==> src/rtl/apb_xfer_scheduler.sv <==
// apb_xfer_scheduler: APB master sequencer with fair write/read arbitration and ready timeout
module apb_xfer_scheduler #(
  parameter int AddrWidth     = 32,
  parameter int DataWidth     = 32,
  parameter int MaxConsec     = 4,
  parameter int TimeoutCycles = 16
) (
  input  logic                 a_clk,
  input  logic                 a_reset,
  input  logic                 w_req,
  input  logic [AddrWidth-1:0] w_addr,
  input  logic [DataWidth-1:0] w_data,
  input  logic                 r_req,
  input  logic [AddrWidth-1:0] r_addr,
  output logic                 w_done,
  output logic                 r_done,
  output logic [1:0]           resp,
  output logic [DataWidth-1:0] r_data_out,
  output logic                 busy,
  output logic                 timeout_err,
  input  logic                 err_clr,
  output logic [AddrWidth-1:0] p_addr,
  output logic                 p_sel,
  output logic                 p_enable,
  output logic                 p_write,
  output logic [DataWidth-1:0] p_wdata,
  input  logic [DataWidth-1:0] p_rdata,
  input  logic                 p_ready,
  input  logic                 p_slverr
);
  localparam logic [1:0] S_IDLE = 2'd0, S_SETUP = 2'd1, S_ACCESS = 2'd2, S_RESP = 2'd3;
  localparam int TW = $clog2(TimeoutCycles + 1) + 1;
  localparam logic [TW-1:0] T_LAST = TW'(TimeoutCycles - 1);
  localparam logic [3:0] MC = 4'(MaxConsec);
  logic [1:0]    state;
  logic          grant_w, last_w, keep, pick_w, to_hit;
  logic [3:0]    consec, consec_nx;
  logic [TW-1:0] tcnt;
  // consec == 0 means no history yet, so a contested first grant goes to the write side
  always_comb begin
    keep      = consec != 4'd0 && consec < MC;
    pick_w    = w_req && (!r_req || (keep ? last_w : !last_w));
    consec_nx = pick_w != last_w ? 4'd1 : consec < MC ? consec + 4'd1 : MC;
    to_hit    = TimeoutCycles != 0 && state == S_ACCESS && !p_ready && tcnt == T_LAST;
  end
  assign p_sel    = state == S_SETUP || state == S_ACCESS;
  assign p_enable = state == S_ACCESS;
  assign p_write  = p_sel && grant_w;
  assign busy     = state != S_IDLE;
  assign w_done   = state == S_RESP && grant_w;
  assign r_done   = state == S_RESP && !grant_w;
  always_ff @(posedge a_clk)
    if (a_reset) begin
      state       <= S_IDLE;
      grant_w     <= 1'b0;
      last_w      <= 1'b0;
      consec      <= '0;
      tcnt        <= '0;
      p_addr      <= '0;
      p_wdata     <= '0;
      resp        <= '0;
      r_data_out  <= '0;
      timeout_err <= 1'b0;
    end else begin
      timeout_err <= to_hit || (timeout_err && !err_clr);
      case (state)
        S_IDLE:
          if (w_req || r_req) begin
            state   <= S_SETUP;
            grant_w <= pick_w;
            last_w  <= pick_w;
            consec  <= consec_nx;
            p_addr  <= pick_w ? w_addr : r_addr;
            if (pick_w) p_wdata <= w_data;
          end
        S_SETUP: begin
          state <= S_ACCESS;
          tcnt  <= '0;
        end
        S_ACCESS:
          if (p_ready) begin
            state <= S_RESP;
            resp  <= p_slverr ? 2'b10 : 2'b00;
            if (!grant_w) r_data_out <= p_rdata;
          end else if (to_hit) begin
            state <= S_RESP;
            resp  <= 2'b10;
            if (!grant_w) r_data_out <= '0;
          end else tcnt <= tcnt + TW'(1);
        default: state <= S_IDLE;
      endcase
    end
endmodule

==> config.mk <==
export PLATFORM = sky130hd
export DESIGN_NAME = apb_xfer_scheduler
export DESIGN_NICKNAME = d
export VERILOG_FILES = /design/src/rtl/apb_xfer_scheduler.sv
export SDC_FILE = /design/constraint.sdc
export NUM_CORES = 1
export LEC_CHECK = 0
export CORE_MARGIN = 4
export CORE_UTILIZATION = 40
export DETAILED_ROUTE_END_ITERATION = 8
export GPL_ROUTABILITY_DRIVEN = 0
export HOLD_SLACK_MARGIN = 0.08
export PLACE_DENSITY = 0.81
export SYNTH_ARGS = -nofsm -noshare
export SYNTH_HDL_FRONTEND = slang
export SYNTH_SLANG_ARGS = --single-unit
==> constraint.sdc <==
create_clock -name a_clk -period 2.51 [get_ports a_clk]
set_input_delay 0.502 -clock a_clk [delete_from_list [all_inputs] [get_ports a_clk]]
set_output_delay 0.502 -clock a_clk [all_outputs]
set_load 0.02 [all_outputs]
# After elaboration in Yosys (flattened, before gate mapping)
# Index checks and enable logic that the tools add are counted.
[word_totals]
regBits = 112
[op_classes]
n_mux = 18
order_cmp = 1
eq_ne = 9
add_sub_neg = 2
reduce_logical = 27
n_bitwise = 1
[op_table]
columns = ["cell", "n"]
rows = [
  ["$mux W32", 5],
  ["$mux W2", 6],
  ["$mux W6", 2],
  ["$pmux W6 S2", 1],
  ["$reduce_and A3 Y1", 3],
  ["$logic_and A1 B1 Y1", 8],
  ["$mux W4", 2],
  ["$add A6 B1 Y6 const B", 1],
  ["$eq A6 B4 Y1 const B", 1],
  ["$ne A2 B2 Y1 const B", 3],
  ["$pmux W2 S3", 1],
  ["$reduce_and A2 Y1", 3],
  ["$reduce_bool A2 Y1", 3],
  ["$add A4 B1 Y4 const B", 1],
  ["$eq A2 B2 Y1 const B", 2],
  ["$logic_not A1 Y1", 4],
  ["$logic_or A1 B1 Y1", 4],
  ["$lt A4 B3 Y1 const B", 1],
  ["$reduce_bool A4 Y1", 1],
  ["$ne A3 B1 Y1 const B", 1],
  ["$eq A2 B1 Y1 const B", 1],
  ["$logic_not A2 Y1", 1],
  ["$mux W1", 1],
  ["$ne A1 B1 Y1", 1],
  ["$not A1 Y1", 1],
]

# Longest topological paths before layout
[logic_depth]
word_depth = 7
ltp_mapped = 7
depth_no_buf = 6

# Least setup slack after synthesis
# OpenSTA, ideal clock, no wires.
[synth_path]
kind = "register to register"
from = "register consec[0]"
to = "register p_wdata[0]"
setup_ns = 0.128
slack_ns = 0.463
t_required_ns = 2.382
stages_incl_launch_ff = 8
arrival_ns = 1.919
n_path_buf = 1
path_cell_list = "dfxtp_1 > inv_1 > ha_1 > o311a_4 > a2111oi_4 > buf_6 > mux2i_1 > nor2_1"
[synth_between]
elab_chain_cells = 6
[synth_rtl]
columns = ["item", "line_no", "text"]
rows = [
  ["from (decl)", "37", "logic [3:0] consec, consec_nx;"],
  ["from (signal assigned)", "72", "consec <= consec_nx;"],
  ["$lt A4 B3 Y1 / $reduce_bool A4 Y1 (equally long branches)", "41", "keep = consec != 4'd0 && consec < MC;"],
  ["$logic_and A1 B1 Y1 *", "41", ""],
  ["$mux W1 *", "42", "pick_w = w_req && (!r_req || (keep ? last_w : !last_w));"],
  ["$logic_or A1 B1 Y1 *", "42", ""],
  ["$logic_and A1 B1 Y1 *", "42", ""],
  ["$reduce_and A3 Y1 (no source line) *", "--", ""],
  ["to (signal assigned)", "74", "if (pick_w) p_wdata <= w_data;"],
  ["to (decl)", "26", "output logic [DataWidth-1:0] p_wdata,"],
]
# Every way passes the cells marked *; elsewhere a longest branch is shown, timed or not.
# A chain may end at the register's enable or synchronous reset.

# Final worst setup path
[layout_path]
from = "register state[1]"
to = "output port p_write"
[layout_between]
elab_chain_cells = 3
[layout_rtl]
columns = ["item", "line_no", "text"]
rows = [
  ["from (decl)", "35", "logic [1:0] state;"],
  ["from (signal assigned)", "54", "state <= S_IDLE;"],
  ["from (signal assigned)", "69", "state <= S_SETUP;"],
  ["from (signal assigned)", "77", "state <= S_ACCESS;"],
  ["$eq A2 B1 Y1 / $eq A2 B2 Y1 (equally long branches)", "46", "assign p_sel = state == S_SETUP || state == S_ACCESS;"],
  ["$logic_or A1 B1 Y1 *", "46", ""],
  ["$logic_and A1 B1 Y1 *", "48", "assign p_write = p_sel && grant_w;"],
  ["to (decl)", "25", "output logic p_write,"],
]
# Marked as above.

==> impl_metrics.yaml <==
status:
  status: "completed"
pwr:
  p_total_uw: 6890
  leakagePower_uw: 0.00281
  power_density_mw_per_mm2: 906
  peakVddDrop_mv: 0.623
placed_design:
  dp_hpwl_um: 10900
  io_buffers: 238
  dp_slack_ns: -0.363
  placedInstanceArea_mm2: 0.00728
synth:
  netlist_instances: 521
  syn_area_per_cell_um2: 9.02
  yosysWarnings: 0
  ys_ff_latch: 111
  synth_cell_type_count: 41
  synth.yosys.seq_area_share: 0.473
  syn-num-nets: 662
  syn_area_mm2: 0.00470
sta:
  hold_viol: 0
  setup_tns_ns: 0
  finalCritPeriodShare: 0.951
  fin_ws_ns: 0.123
  relSlewSlack: 0.435
  setup_viol_count_final: 0
  worst_pin_slew_ns: 0.836
  fin_hold_ws_ns: 0.471
  slew_violations: 0
  rsz0062_at_grt: "no"
  fmax_ghz: 0.419
  period_needed_ns: 2.39
  finalClockSkew_ns: 0.00773
cts:
  clkSlewWorstSetupHoldPaths_ns: 0.07
  tritoncts: "yes"
  htree_levels: 3
  insertion_delay_ns: 0.34
  clock-root-buffer: "clkbuf_16"
  numClockSinks: 111
  cts_buffer_depth: 2
  numCtsBuffers: 9
routing:
  vias: 4637
  drcViolationCount: 0
  drt-total-wl_um: 15000
  avgViaCountPerCell: 5.15
  drt_pass1_iterations: 4
  drt.antenna.violating_nets: 0
  wl_per_cell_um: 16.7
  drtIter0Drc: 343
final_layout:
  drive_gt1_frac: 0.0555
  area_growth_pct: 61.7
  fin_area_mm2: 0.00760
  antennaDiodeCount: 0
  nets: 893
  n_fill_cell: 923
global_route:
  grt_use_total: 0.213
  grt-ovfl-total: 0
  grt_pass1_vias: 4754
  antenna_found_initial: 0
  grt_max_degree: 47
  grt_pass1_wl_um: 23100
critical_path:
  critical_path.max_fanout: 5
  end_kind: "output pin"
  reg2reg_from: "consec[0]"
  crit_chain: "inv_1 > ha_1 > and2_1 > clkdlybuf4s50_1"
  reg2reg_depth: 8
  worst-path-stages: 4
  path_buf_inv: 2
  crit_family: "buffers and inverters"
  critPathKind: "reg2out"
  r2r_slack_ns: 0.22
  slowest_delay_ns: 0.61
  start_kind: "flip-flop"
  worstPathArrival_ns: 1.88
  reg2reg_to: "p_wdata[21]"
  critPathSlowestCell: "clkdlybuf4s50_1"
  critPathRequiredTime_ns: 2.01
floorplan:
  initial_core_util: 0.410
  die_area_mm2: 0.0135
  rows: 39
  ios: 240
  die_w_um: 116
  die_h_um: 116
  coreArea_mm2: 0.0115
worst_hold_path:
  holdPathStages: 2
  min_path_type: "reg2reg"
  holdPathEnd: "resp[1]"
  hold_start: "resp[1]"
flow_run:
  maxCapViolations: 0
## layer usage
layer / part of all wire / wire length [um] / track usage / vias up
met1: 0.39 / 5790 / 0.247 / 2202
met2: 0.50 / 7560 / 0.376 / 180
met5: 0 / 0 / 0 / -
met4: 0.025 / 375 / 0.0820 / 0
li1: - / - / - / 2230
met3: 0.085 / 1280 / 0.0565 / 25
## worst max path at each step
| stage | from | endpoint | slack (ns) |
|---|---|---|---|
| 5_1_grt | state[0] | busy | 0.04 |
| 3_5_place_dp | r_req | p_addr[10] | -0.36 |
| 6_report | state[1] | p_write | 0.12 |
| 2_1_floorplan | consec[0] | p_wdata[0] | 0.46 |
| 3_3_place_gp | r_req | p_addr[2] | -0.22 |
| 4_1_cts | state[1] | p_write | 0.10 |
## logic make-up after synthesis
kind of cell / after synthesis / share of synthesized area
buffers and inverters: 48 / 0.0455
AND/OR/NAND/NOR: 195 / 0.187
other: 1 / 0.000798
flip-flops: 111 / 0.473
XOR/XNOR: 1 / 0.00186
AO/OA/AOI/OAI: 93 / 0.136
adder cells (fa/ha/maj): 6 / 0.0160
multiplexers: 66 / 0.141
## worst reg2reg max path, stage by stage, from the launching register on
cell	delay, ns
dfxtp_1	0.34
inv_1	0.08
ha_1	0.24
o311a_4	0.37
buf_4	0.16
a2111oi_4	0.38
buf_4	0.30
mux2i_1	0.25
nor2_1	0.05
## cell type report
class | count | area (um^2) | share of cell area
Clock buffer | 12 | 246 | 0.0324
Multi-Input combinational cell | 363 | 2300 | 0.303
Sequential cell | 111 | 2220 | 0.292
Inverter | 12 | 45.0 | 0.00593
Clock inverter | 4 | 45.0 | 0.00593
Timing Repair Buffer | 255 | 2560 | 0.337
Tap cell | 143 | 179 | 0.0235
## placed cells by master (no fill, tap or decap), types with 3 or more instances in the layout
cell	instances
a21oi_1	39
nor2_1	70
dfxtp_1	111
clkbuf_16	9
clkinv_2	3
ha_1	6
or3_1	4
buf_4	14
mux2i_1	66
clkdlybuf4s50_1	237
nand2_1	68
nand2b_1	35
inv_1	12
a211oi_1	35
o21ai_0	4
buf_12	4
nand3_1	3
nor2b_1	3
## synthesized netlist by cell type (all sizes together)
master   count  share of area
nand4        1         0.0013
o21ai        5         0.0053
o32ai        1         0.0019
a211oi      36          0.059
o211a        1         0.0021
nor2b        4         0.0053
dfxtp      111           0.47
o41ai        1         0.0019
nor3         2         0.0021
nand4b       2         0.0037
xnor2        1         0.0019
o211ai       1         0.0016
o311a        1         0.0045
clkbuf      24          0.019
nor3b        1         0.0016
o31ai        1         0.0016
nand2b      35          0.047
or3          4         0.0053
a21oi       39          0.042
and4         1         0.0019
a221oi       2         0.0037
inv         12         0.0096
a2111oi      1         0.0059
nand3        3         0.0032
or3b         1         0.0019
ha           6          0.016
a211o        1         0.0019
a21boi       1         0.0016
o311ai       1         0.0019
mux2i       66           0.14
conb         1        0.00080
buf         12          0.017
a21o         1         0.0016
and2         2         0.0027
nor2        71          0.057
nand2       68          0.054
## what timing repair did
item                                    in CTS  in global routing
pin swaps                                    1                  0
endpoints found under the setup margin      32                 15
resized for setup                            0                  2
buffers inserted                             0                  0
hold buffers                                 0                  0
cloned                                       1                  0
## sequential cells by signal, indices dropped and copies added (netlist names)
name	flops
consec	4
last_w	1
p_addr	32
p_wdata	32
r_data_out	32
resp	1
state	2
tcnt	6
timeout_err	1
## per-stage QoR
step	std cells	util
after floorplan	521	-
after global placement	883	0.635
after detailed placement	883	0.635
after CTS	900	0.662
after global routing	900	0.663
final	900	0.663
## report_power, final
part | switching, uW | total (uW) | internal, uW
Sequential | 229 | 2380 | 2150
Clock | 630 | 1430 | 798
Combinational | 1620 | 3080 | 1460
Power figures use the tool's default switching activity.
